## src/rtl/link_round_ctrl_if.sv

```systemverilog
// Front-end and peer-link signal bundle for the round sequencer.
// The slave side is the sequencer; the master side is whatever drives
// the menu pulses and the Pmod peer lines (board glue or a bench).
interface link_round_ctrl_if;
    // front end (mouse/menu)
    logic       pick_valid;
    logic [3:0] pick_id;
    logic       guess_valid;
    logic [3:0] guess_id;
    logic       new_round;
    // peer board, asynchronous to clk
    logic       peer_present_in;
    logic       peer_rdy_in;
    logic [3:0] peer_id_in;
    // to peer board and game/drawing logic
    logic       rdy_out;
    logic [3:0] id_out;
    logic [5:0] state_bin;
    logic [1:0] result;
    logic       link_err;

    modport master (
        output pick_valid, pick_id, guess_valid, guess_id, new_round,
        output peer_present_in, peer_rdy_in, peer_id_in,
        input  rdy_out, id_out, state_bin, result, link_err
    );

    modport slave (
        input  pick_valid, pick_id, guess_valid, guess_id, new_round,
        input  peer_present_in, peer_rdy_in, peer_id_in,
        output rdy_out, id_out, state_bin, result, link_err
    );
endinterface

```

## src/rtl/link_round_ctrl.sv

```systemverilog
// Round sequencer for the two-board guessing game: pick, peer handshake,
// guess, resolve. Owns all inter-board synchronisation, qualification
// and timeout. Every output comes straight from a flip-flop.
module link_round_ctrl #(
    parameter int unsigned TIMEOUT_CYCLES = 65_000_000,
    parameter int unsigned SYNC_STAGES    = 2
) (
    input  logic             clk,
    input  logic             rst,
    link_round_ctrl_if.slave bus
);

    localparam int unsigned CNT_W = (TIMEOUT_CYCLES > 1) ? $clog2(TIMEOUT_CYCLES) : 1;
    localparam logic [CNT_W-1:0] CNT_LAST = CNT_W'(TIMEOUT_CYCLES - 1);

    // State encoding doubles as the one-hot state_bin seen by the game logic.
    typedef enum logic [5:0] {
        PICK      = 6'b000001,
        WAIT_PEER = 6'b000010,
        GUESS     = 6'b000100,
        CHECK     = 6'b001000,
        WIN       = 6'b010000,
        LOSE      = 6'b100000
    } state_t;

    state_t state, state_n;

    logic [SYNC_STAGES-1:0] present_sync;
    logic [SYNC_STAGES-1:0] rdy_sync;
    logic [3:0]             id_sync [SYNC_STAGES];

    logic       peer_present_s;
    logic       peer_rdy_s;
    logic [3:0] peer_id_s;
    logic       peer_rdy_d;
    logic       peer_qual;

    logic [CNT_W-1:0] cnt;

    logic [3:0] own_id,    own_id_n;
    logic [3:0] guess_q,   guess_n;
    logic [3:0] peer_id_q, peer_id_n;
    logic       rdy_q,     rdy_n;
    logic [1:0] result_q,  result_n;
    logic       err_q,     err_n;

    function automatic logic id_legal(input logic [3:0] id);
        return (id >= 4'd1) && (id <= 4'd9);
    endfunction

    // Multi-flop synchronisers on every asynchronous peer line.
    always_ff @(posedge clk or posedge rst) begin
        if (rst) begin
            present_sync <= '0;
            rdy_sync     <= '0;
            for (int unsigned i = 0; i < SYNC_STAGES; i++) begin
                id_sync[i] <= '0;
            end
        end else begin
            present_sync <= {present_sync[SYNC_STAGES-2:0], bus.peer_present_in};
            rdy_sync     <= {rdy_sync[SYNC_STAGES-2:0], bus.peer_rdy_in};
            id_sync[0]   <= bus.peer_id_in;
            for (int unsigned i = 1; i < SYNC_STAGES; i++) begin
                id_sync[i] <= id_sync[i-1];
            end
        end
    end

    assign peer_present_s = present_sync[SYNC_STAGES-1];
    assign peer_rdy_s     = rdy_sync[SYNC_STAGES-1];
    assign peer_id_s      = id_sync[SYNC_STAGES-1];

    // One-cycle delayed ready so a single-cycle glitch never qualifies.
    always_ff @(posedge clk or posedge rst) begin
        if (rst) begin
            peer_rdy_d <= 1'b0;
        end else begin
            peer_rdy_d <= peer_rdy_s;
        end
    end

    assign peer_qual = peer_present_s & peer_rdy_s & peer_rdy_d;

    // Peer wait timer: held at zero outside WAIT_PEER, saturates at terminal count.
    always_ff @(posedge clk or posedge rst) begin
        if (rst) begin
            cnt <= '0;
        end else if (state != WAIT_PEER) begin
            cnt <= '0;
        end else if (cnt != CNT_LAST) begin
            cnt <= cnt + 1'b1;
        end
    end

    // State and output registers.
    always_ff @(posedge clk or posedge rst) begin
        if (rst) begin
            state     <= PICK;
            own_id    <= '0;
            guess_q   <= '0;
            peer_id_q <= '0;
            rdy_q     <= 1'b0;
            result_q  <= '0;
            err_q     <= 1'b0;
        end else begin
            state     <= state_n;
            own_id    <= own_id_n;
            guess_q   <= guess_n;
            peer_id_q <= peer_id_n;
            rdy_q     <= rdy_n;
            result_q  <= result_n;
            err_q     <= err_n;
        end
    end

    // Next-state and next-output logic for the round phases.
    always_comb begin
        state_n   = state;
        own_id_n  = own_id;
        guess_n   = guess_q;
        peer_id_n = peer_id_q;
        rdy_n     = rdy_q;
        result_n  = result_q;
        err_n     = err_q;

        case (state)
            PICK: begin
                if (bus.pick_valid && id_legal(bus.pick_id)) begin
                    own_id_n = bus.pick_id;
                    rdy_n    = 1'b1;
                    err_n    = 1'b0;
                    state_n  = WAIT_PEER;
                end
            end
            WAIT_PEER: begin
                // qualification is tested first so it wins over the terminal count
                if (peer_qual) begin
                    peer_id_n = peer_id_s;
                    state_n   = GUESS;
                end else if (cnt == CNT_LAST) begin
                    rdy_n   = 1'b0;
                    err_n   = 1'b1;
                    state_n = PICK;
                end
            end
            GUESS: begin
                if (!peer_rdy_s || !peer_present_s) begin
                    rdy_n   = 1'b0;
                    err_n   = 1'b1;
                    state_n = PICK;
                end else if (bus.guess_valid && id_legal(bus.guess_id)) begin
                    guess_n = bus.guess_id;
                    state_n = CHECK;
                end
            end
            CHECK: begin
                if (guess_q == peer_id_q) begin
                    result_n = 2'b10;
                    state_n  = WIN;
                end else begin
                    result_n = 2'b01;
                    state_n  = LOSE;
                end
            end
            WIN, LOSE: begin
                if (bus.new_round) begin
                    result_n = 2'b00;
                    rdy_n    = 1'b0;
                    state_n  = PICK;
                end
            end
            default: begin
                state_n = PICK;
            end
        endcase
    end

    assign bus.rdy_out   = rdy_q;
    assign bus.id_out    = own_id;
    assign bus.state_bin = state;
    assign bus.result    = result_q;
    assign bus.link_err  = err_q;

endmodule

```

## src/flat_wrapper.sv

```systemverilog
// flat-port wrapper written by rule: the top's interface ports become plain ports
module link_round_ctrl_flat 
#(
    parameter int unsigned TIMEOUT_CYCLES = 65_000_000,
    parameter int unsigned SYNC_STAGES    = 2
)
  (clk, rst, bus_pick_valid, bus_pick_id, bus_guess_valid, bus_guess_id, bus_new_round, bus_peer_present_in, bus_peer_rdy_in, bus_peer_id_in, bus_rdy_out, bus_id_out, bus_state_bin, bus_result, bus_link_err);
  link_round_ctrl_if bus_i ();
  input  logic clk;
  input  logic rst;
  input wire logic [$bits(bus_i.pick_valid)-1:0] bus_pick_valid;
  input wire logic [$bits(bus_i.pick_id)-1:0] bus_pick_id;
  input wire logic [$bits(bus_i.guess_valid)-1:0] bus_guess_valid;
  input wire logic [$bits(bus_i.guess_id)-1:0] bus_guess_id;
  input wire logic [$bits(bus_i.new_round)-1:0] bus_new_round;
  input wire logic [$bits(bus_i.peer_present_in)-1:0] bus_peer_present_in;
  input wire logic [$bits(bus_i.peer_rdy_in)-1:0] bus_peer_rdy_in;
  input wire logic [$bits(bus_i.peer_id_in)-1:0] bus_peer_id_in;
  output wire logic [$bits(bus_i.rdy_out)-1:0] bus_rdy_out;
  output wire logic [$bits(bus_i.id_out)-1:0] bus_id_out;
  output wire logic [$bits(bus_i.state_bin)-1:0] bus_state_bin;
  output wire logic [$bits(bus_i.result)-1:0] bus_result;
  output wire logic [$bits(bus_i.link_err)-1:0] bus_link_err;
  assign bus_i.pick_valid = bus_pick_valid;
  assign bus_i.pick_id = bus_pick_id;
  assign bus_i.guess_valid = bus_guess_valid;
  assign bus_i.guess_id = bus_guess_id;
  assign bus_i.new_round = bus_new_round;
  assign bus_i.peer_present_in = bus_peer_present_in;
  assign bus_i.peer_rdy_in = bus_peer_rdy_in;
  assign bus_i.peer_id_in = bus_peer_id_in;
  assign bus_rdy_out = bus_i.rdy_out;
  assign bus_id_out = bus_i.id_out;
  assign bus_state_bin = bus_i.state_bin;
  assign bus_result = bus_i.result;
  assign bus_link_err = bus_i.link_err;
  link_round_ctrl #(.TIMEOUT_CYCLES(TIMEOUT_CYCLES), .SYNC_STAGES(SYNC_STAGES)) u_core (.clk(clk), .rst(rst), .bus(bus_i));
endmodule
```

## config.mk

```make
export PLATFORM = sky130hd
export DESIGN_NAME = link_round_ctrl_flat
export DESIGN_NICKNAME = d
export VERILOG_FILES = /design/src/rtl/link_round_ctrl_if.sv /design/src/rtl/link_round_ctrl.sv /design/src/flat_wrapper.sv
export SDC_FILE = /design/constraint.sdc
export NUM_CORES = 1
export LEC_CHECK = 0
export BUFFER_PORTS_ARGS = -buffer_cell sky130_fd_sc_hd__buf_2
export CORE_MARGIN = 5
export CORE_UTILIZATION = 30
export CTS_CLUSTER_SIZE = 20
export DETAILED_ROUTE_END_ITERATION = 6
export PLACE_DENSITY_LB_ADDON = 0.25
export SYNTH_ARGS = -nofsm -noshare
export SYNTH_HDL_FRONTEND = slang
export SYNTH_SLANG_ARGS = --single-unit
```

## constraint.sdc

```tcl
create_clock -name clk -period 2.2 [get_ports clk]
set_input_delay 0.44 -clock clk [delete_from_list [all_inputs] [get_ports clk]]
set_output_delay 0.44 -clock clk [all_outputs]
set_load 0.05 [all_outputs]
```

==> Word-level counts from Yosys, hierarchy flattened <==
Index checks and enable logic that the tools add are counted.
{ "totals": {"reg_bits": 61, "inputBits": 19, "output_inout_bits": 14, "word_cells": 81} }
{ "op_classes": {"addsub": 1, "magnitude_cmp": 4, "n_eq_ne": 17, "muxes": 24, "bitwise": 3, "reduce_logical": 19} }
{ "ops": {"columns": ["operator", "count"], "rows": [
  ["2-to-1 mux 26 bit", 2],
  ["2-to-1 mux 6 bit", 7],
  ["case mux 6 bit (5 select lines)", 1],
  ["adder 26 x 1 -> 26 bit (second input constant)", 1],
  ["equality test 26 bit (second input constant)", 1],
  ["inequality test 26 bit (second input constant)", 1],
  ["2-to-1 mux 1 bit", 9],
  ["greater-or-equal comparator 4 x 1 -> 1 bit (second input constant)", 2],
  ["less-or-equal comparator 4 bit (second input constant)", 2],
  ["equality test 6 x 1 -> 1 bit (second input constant)", 1],
  ["equality test 6 x 2 -> 1 bit (second input constant)", 1],
  ["equality test 6 x 3 -> 1 bit (second input constant)", 1],
  ["equality test 6 x 4 -> 1 bit (second input constant)", 1],
  ["equality test 6 x 5 -> 1 bit (second input constant)", 1],
  ["equality test 6 bit (second input constant)", 1],
  ["inequality test 2 x 1 -> 1 bit (second input constant)", 3],
  ["inequality test 3 x 1 -> 1 bit (second input constant)", 2],
  ["inequality test 6 x 2 -> 1 bit (second input constant)", 1],
  ["AND reduction 2 bit", 3],
  ["AND reduction 6 bit", 1],
  ["AND reduction 5 bit", 1],
  ["equality test 4 bit", 1],
  ["logical AND 1 bit", 4],
  ["2-to-1 mux 2 bit", 2],
  ["other kinds (14)", 18]
]} }

==> Logic depth before layout (Yosys ltp) <==
{ "logic_depth": {"depth_word": 6, "depth_mapped": 7, "depth_no_buf": 5} }

==> Worst setup path after synthesis <==
No wires, ideal clock.
{ "synth_path": {"kind": "register -> register", "start": "reg u_core.state[2] (netlist: u_core.bus.state_bin[2])", "end": "reg u_core.peer_id_q[0]", "setup_time_ps": 125, "arrival_time_ps": 2109, "required_time_ps": 2075, "path_slack_ps": -33, "stages_incl_launch_ff": 6, "n_path_buf": 1, "period_less_slack_ps": 2233, "cell_sequence": "dfrtp_1 > buf_2 > nor4_1 > nand2_1 > nor2_2 > mux2_2"} }
{ "synth_between": {"elab_chain_cells": 2} }
{ "synth_lines": {"columns": ["element", "line", "source"], "rows": [
  ["from (decl)", "link_round_ctrl.sv:26", "state_t state, state_n;"],
  ["from (signal assigned)", "link_round_ctrl.sv:106", "state <= state_n;"],
  ["equality test 6 x 2 -> 1 bit", "link_round_ctrl.sv:126", "case (state)"],
  ["AND reduction 2 bit (no source line)", null, null],
  ["to (signal assigned)", "link_round_ctrl.sv:109", "peer_id_q <= peer_id_n;"],
  ["to (decl)", "link_round_ctrl.sv:42", "logic [3:0] peer_id_q, peer_id_n;"]
]} }
Every way passes these cells.
A chain may end at the register's enable or synchronous reset.

==> Worst setup path after layout <==
{ "layout_path": {"start": "reg u_core.state[0] (netlist: u_core.bus.state_bin[0])", "end": "reg u_core.guess_q[1]"} }
{ "layout_between": {"elab_chain_cells": 2} }
{ "layout_lines": {"columns": ["element", "line", "source"], "rows": [
  ["equality test 6 x 3 -> 1 bit", "link_round_ctrl.sv:126", null],
  ["AND reduction 3 bit (no source line)", null, null],
  ["to (signal assigned)", "link_round_ctrl.sv:108", "guess_q <= guess_n;"],
  ["to (decl)", "link_round_ctrl.sv:41", "logic [3:0] guess_q, guess_n;"]
]} }
Every way passes these cells.

==> impl_metrics.csv <==
group,metric,value,unit
run_status,outcome,"complete, no violations",
power,clkPwrFrac,0.329,
global_routing,antenna_found_initial,0,
power,intPower,2.06,mW
floorplan,boundaryPins,33,
layout,nets,324,
critical_path,reg2reg_from,"u_core.bus.state_bin[0]",
power,p_leak,1.45,nW
power,vdd_ir_drop_max,0.000379,V
global_routing,grt_pass1_vias,2057,
cts,htreeDepth,3,
timing,fin_tns_setup,0,ns
drt,drcViolationCount,0,
critical_path,path_class,"reg -> reg",
drt,vias,2056,
placed_design,post-dp-hpwl,4.11,mm
timing,finalClockSkew,0.00485,ns
floorplan,core,0.00920,mm^2
cts,post-cts-setup-buffers,0,
cts,cts-root-buf,"clkbuf_8",
timing,rsz0062_at_grt,"no",
global_routing,grt_use_total,0.108,
power,combPwrFrac,0.240,
power,power_frac_seq,0.432,
critical_path,cp_cell_sequence,"nor4_1 -> nand3b_1 -> nor3_2 -> mux2_2",
layout,layout-drive-gt1-share,0.260,
drt,vias_per_cell,4.91,
layout,final_util,0.367,
logic_synthesis,synth_ff_type,"dfrtp_1",
critical_path,critical-path-top-delay-family,"simple AND/OR/NAND/NOR gates",
floorplan,start_util,0.306,
timing,drv_slew,0,
timing,period_share,0.901,
timing,tightestPinTransition,0.487,ns
logic_synthesis,synth.net_count,278,
critical_path,path_buf_inv,0,
logic_synthesis,yosysWarnings,0,
power,powerDensity,901,mW/mm^2
critical_path,r2r_cells,4,
cts,clockBufferDepth,2,
logic_synthesis,yosysSeqAreaShare,0.542,
critical_path,arrival,2.20,ns
floorplan,die_y,107,um
logic_synthesis,ys_types,48,
global_routing,grt_first_pass_wirelength,9.85,mm
drt,drt_iter0_markers,78,
cts,insertion_delay,0.33,ns
drt,wl_per_cell,13.7,um
floorplan,die_w,107,um
drt,ant_nets,0,
timing,timing.slew.headroom,0.671,
critical_path,r2r_end,"u_core.guess_q[1]",
placed_design,gp_congestion,0.779,
global_routing,grt-ovfl-total,0,
min_path,min_path_type,"in -> async",
job,drv_cap,0,
power,switchingPower,0.982,mW
cts,cts.reportedPaths.clkPinSlew,0.07,ns
drt,first_pass_iters,4,
logic_synthesis,synthArstFlopShare,1.00,
cts,tritoncts.num_buffers,9,
timing,fmax,0.505,GHz
logic_synthesis,avgSynthCellArea,10.9,um^2
critical_path,critPathLaunchType,"flip-flop",
global_routing,grt_max_degree,47,
cts,cts_tree,"built",
logic_synthesis,synthCells,258,
critical_path,worst_path_max_delay_cell,"nor4_1",
layout,antenna_cells,0,
timing,whs,0.0858,ns
drt,wl,5.75,mm
floorplan,floorplan.rows,35,
critical_path,cp_slowest_stage_delay,0.48,ns
timing,finalHoldViolations,0,
logic_synthesis,synth-seq-cells,61,
timing,setup_viol_count_final,0,
layout,area_growth_syn_to_layout,19.9,%
power,switching_share,0.323,
floorplan,design.die.area,0.0114,mm^2
critical_path,cp.required,2.42,ns
cts,clock-sinks,61,
placed_design,portBuffers,32,
critical_path,r2r_setup_slack,0.22,ns
critical_path,crit_path_max_fanout,7,
logic_synthesis,synth-edff-count,0,
logic_synthesis,netlist_area,0.00282,mm^2
critical_path,critPathCaptureType,"flip-flop",
timing,timing.final.crit_period,1.98,ns
## registers in the layout, summed over array words and instances, names as in the netlist
register              cells
u_core.rdy_sync           2
u_core.present_sync       2
u_core.peer_rdy_d         1
u_core.cnt               26
u_core.bus.link_err       1
u_core.peer_id_s          4
u_core.id_sync            4
u_core.bus.state_bin      6
u_core.guess_q            4
u_core.bus.id_out         4
u_core.bus.rdy_out        1
u_core.bus.result         2
u_core.peer_id_q          4
## timing repair
| item | 4_1_cts | 5_1_grt |
|---|---|---|
| hold buffers | 0 | 0 |
| resized for setup | 0 | 1 |
| endpoints found under the setup margin | 0 | 4 |
## worst reg2reg max path, stage by stage (launching register included)
cell and delay, ns:
dfstp_2 0.40, nor4_1 0.48, nand3b_1 0.22, nor3_2 0.38
mux2_2 0.39
## layout by cell type (no fill, tap or decap), types with 4 or more instances in the layout
cell type / count
nor2_1: 24
nand2_1: 15
nor2b_1: 4
xor2_1: 7
clkbuf_8: 11
dfrtp_1: 60
and2_1: 5
xnor2_1: 17
a21oi_1: 9
nand3_1: 12
inv_1: 5
a21o_1: 4
o21ai_0: 8
o31ai_1: 4
nand4_1: 6
buf_4: 10
buf_2: 32
or3_1: 5
and4_1: 4
mux2_2: 12
nor3_1: 6
nor4_1: 7
## power groups by stage
| stage | Combinational, mW | Clock [mW] | Sequential, mW |
|---|---|---|---|
| floorplan | 0.326 | 0 | 1.55 |
| global placement | 0.734 | 0 | 1.33 |
| detailed placement | 0.740 | 0 | 1.33 |
| CTS | 0.740 | 1.03 | 1.31 |
| global route | 0.793 | 1.09 | 1.33 |
| finish | 0.729 | 1.00 | 1.31 |
## logic make-up (layout without fill, tap and decap cells)
logic type | after synthesis | count (layout) | share of synthesized area
simple gates | 108 | 108 | 0.215
flops | 61 | 61 | 0.542
compound gates | 37 | 37 | 0.0866
xor+xnor | 24 | 24 | 0.0746
buf+inv | 14 | 64 | 0.0249
mux | 13 | 13 | 0.0515
fa+ha+maj | 1 | 1 | 0.00444
## worst max-delay path by stage
stage / to / from / depth (start not counted) / slack (ns)
after floorplan: u_core.peer_id_q[0] / u_core.bus.state_bin[2] / 5 / 0.11
after global placement: u_core.bus.id_out[2] / u_core.bus.state_bin[3] / 4 / 0.11
after detailed placement: u_core.bus.id_out[3] / u_core.bus.state_bin[3] / 4 / 0.10
after CTS: u_core.bus.id_out[3] / u_core.bus.state_bin[3] / 4 / 0.10
after global routing: u_core.bus.id_out[0] / u_core.bus.state_bin[3] / 4 / 0.1
final: u_core.guess_q[1] / u_core.bus.state_bin[0] / 4 / 0.22
## cell type report
class	instances	area [um^2]
repair buffers	43	255
multi-input cells	183	1230
fillers	910	5820
flip-flops and latches	61	1530
clock inverters	4	47.5
well taps	111	139
inverters	6	22.5
clock buffers	11	151
## Yosys cell counts, types with 5 or more instances
cell,instances,area (um^2)
dfrtp_1,60,1500
nor2_1,24,90.1
xnor2_1,17,149
nand2_1,15,56.3
mux2_2,12,135
nand3_1,12,60.1
a21oi_1,9,45.0
nor4_1,8,50.1
o21ai_0,8,40.0
xor2_1,7,61.3
inv_1,6,22.5
nand4_1,6,37.5
nor3_1,6,30.0
and2_1,5,31.3
or3_1,5,31.3
## per-stage QoR
stage | setup slack [ns] | area, um^2 | power, mW | cells
final | 0.219 | 3380 | 3.04 | 419
after global routing | 0.0981 | 3380 | 3.21 | 419
after CTS | 0.102 | 3370 | 3.08 | 419
after detailed placement | 0.102 | 3170 | 2.07 | 404
after global placement | 0.109 | 3170 | 2.06 | 404
after floorplan | 0.105 | 2820 | 1.88 | 258
## per-layer routing
metal / track usage / wire length [um] / up-vias
li1: - / - / 1020
met1: 0.152 / 2970 / 990
met2: 0.159 / 2510 / 36
met3: 0.0241 / 184 / 10
met4: 0.0466 / 86 / 0
met5: 0 / 0 / -
Note: power is estimated with default switching activity, not from simulation.
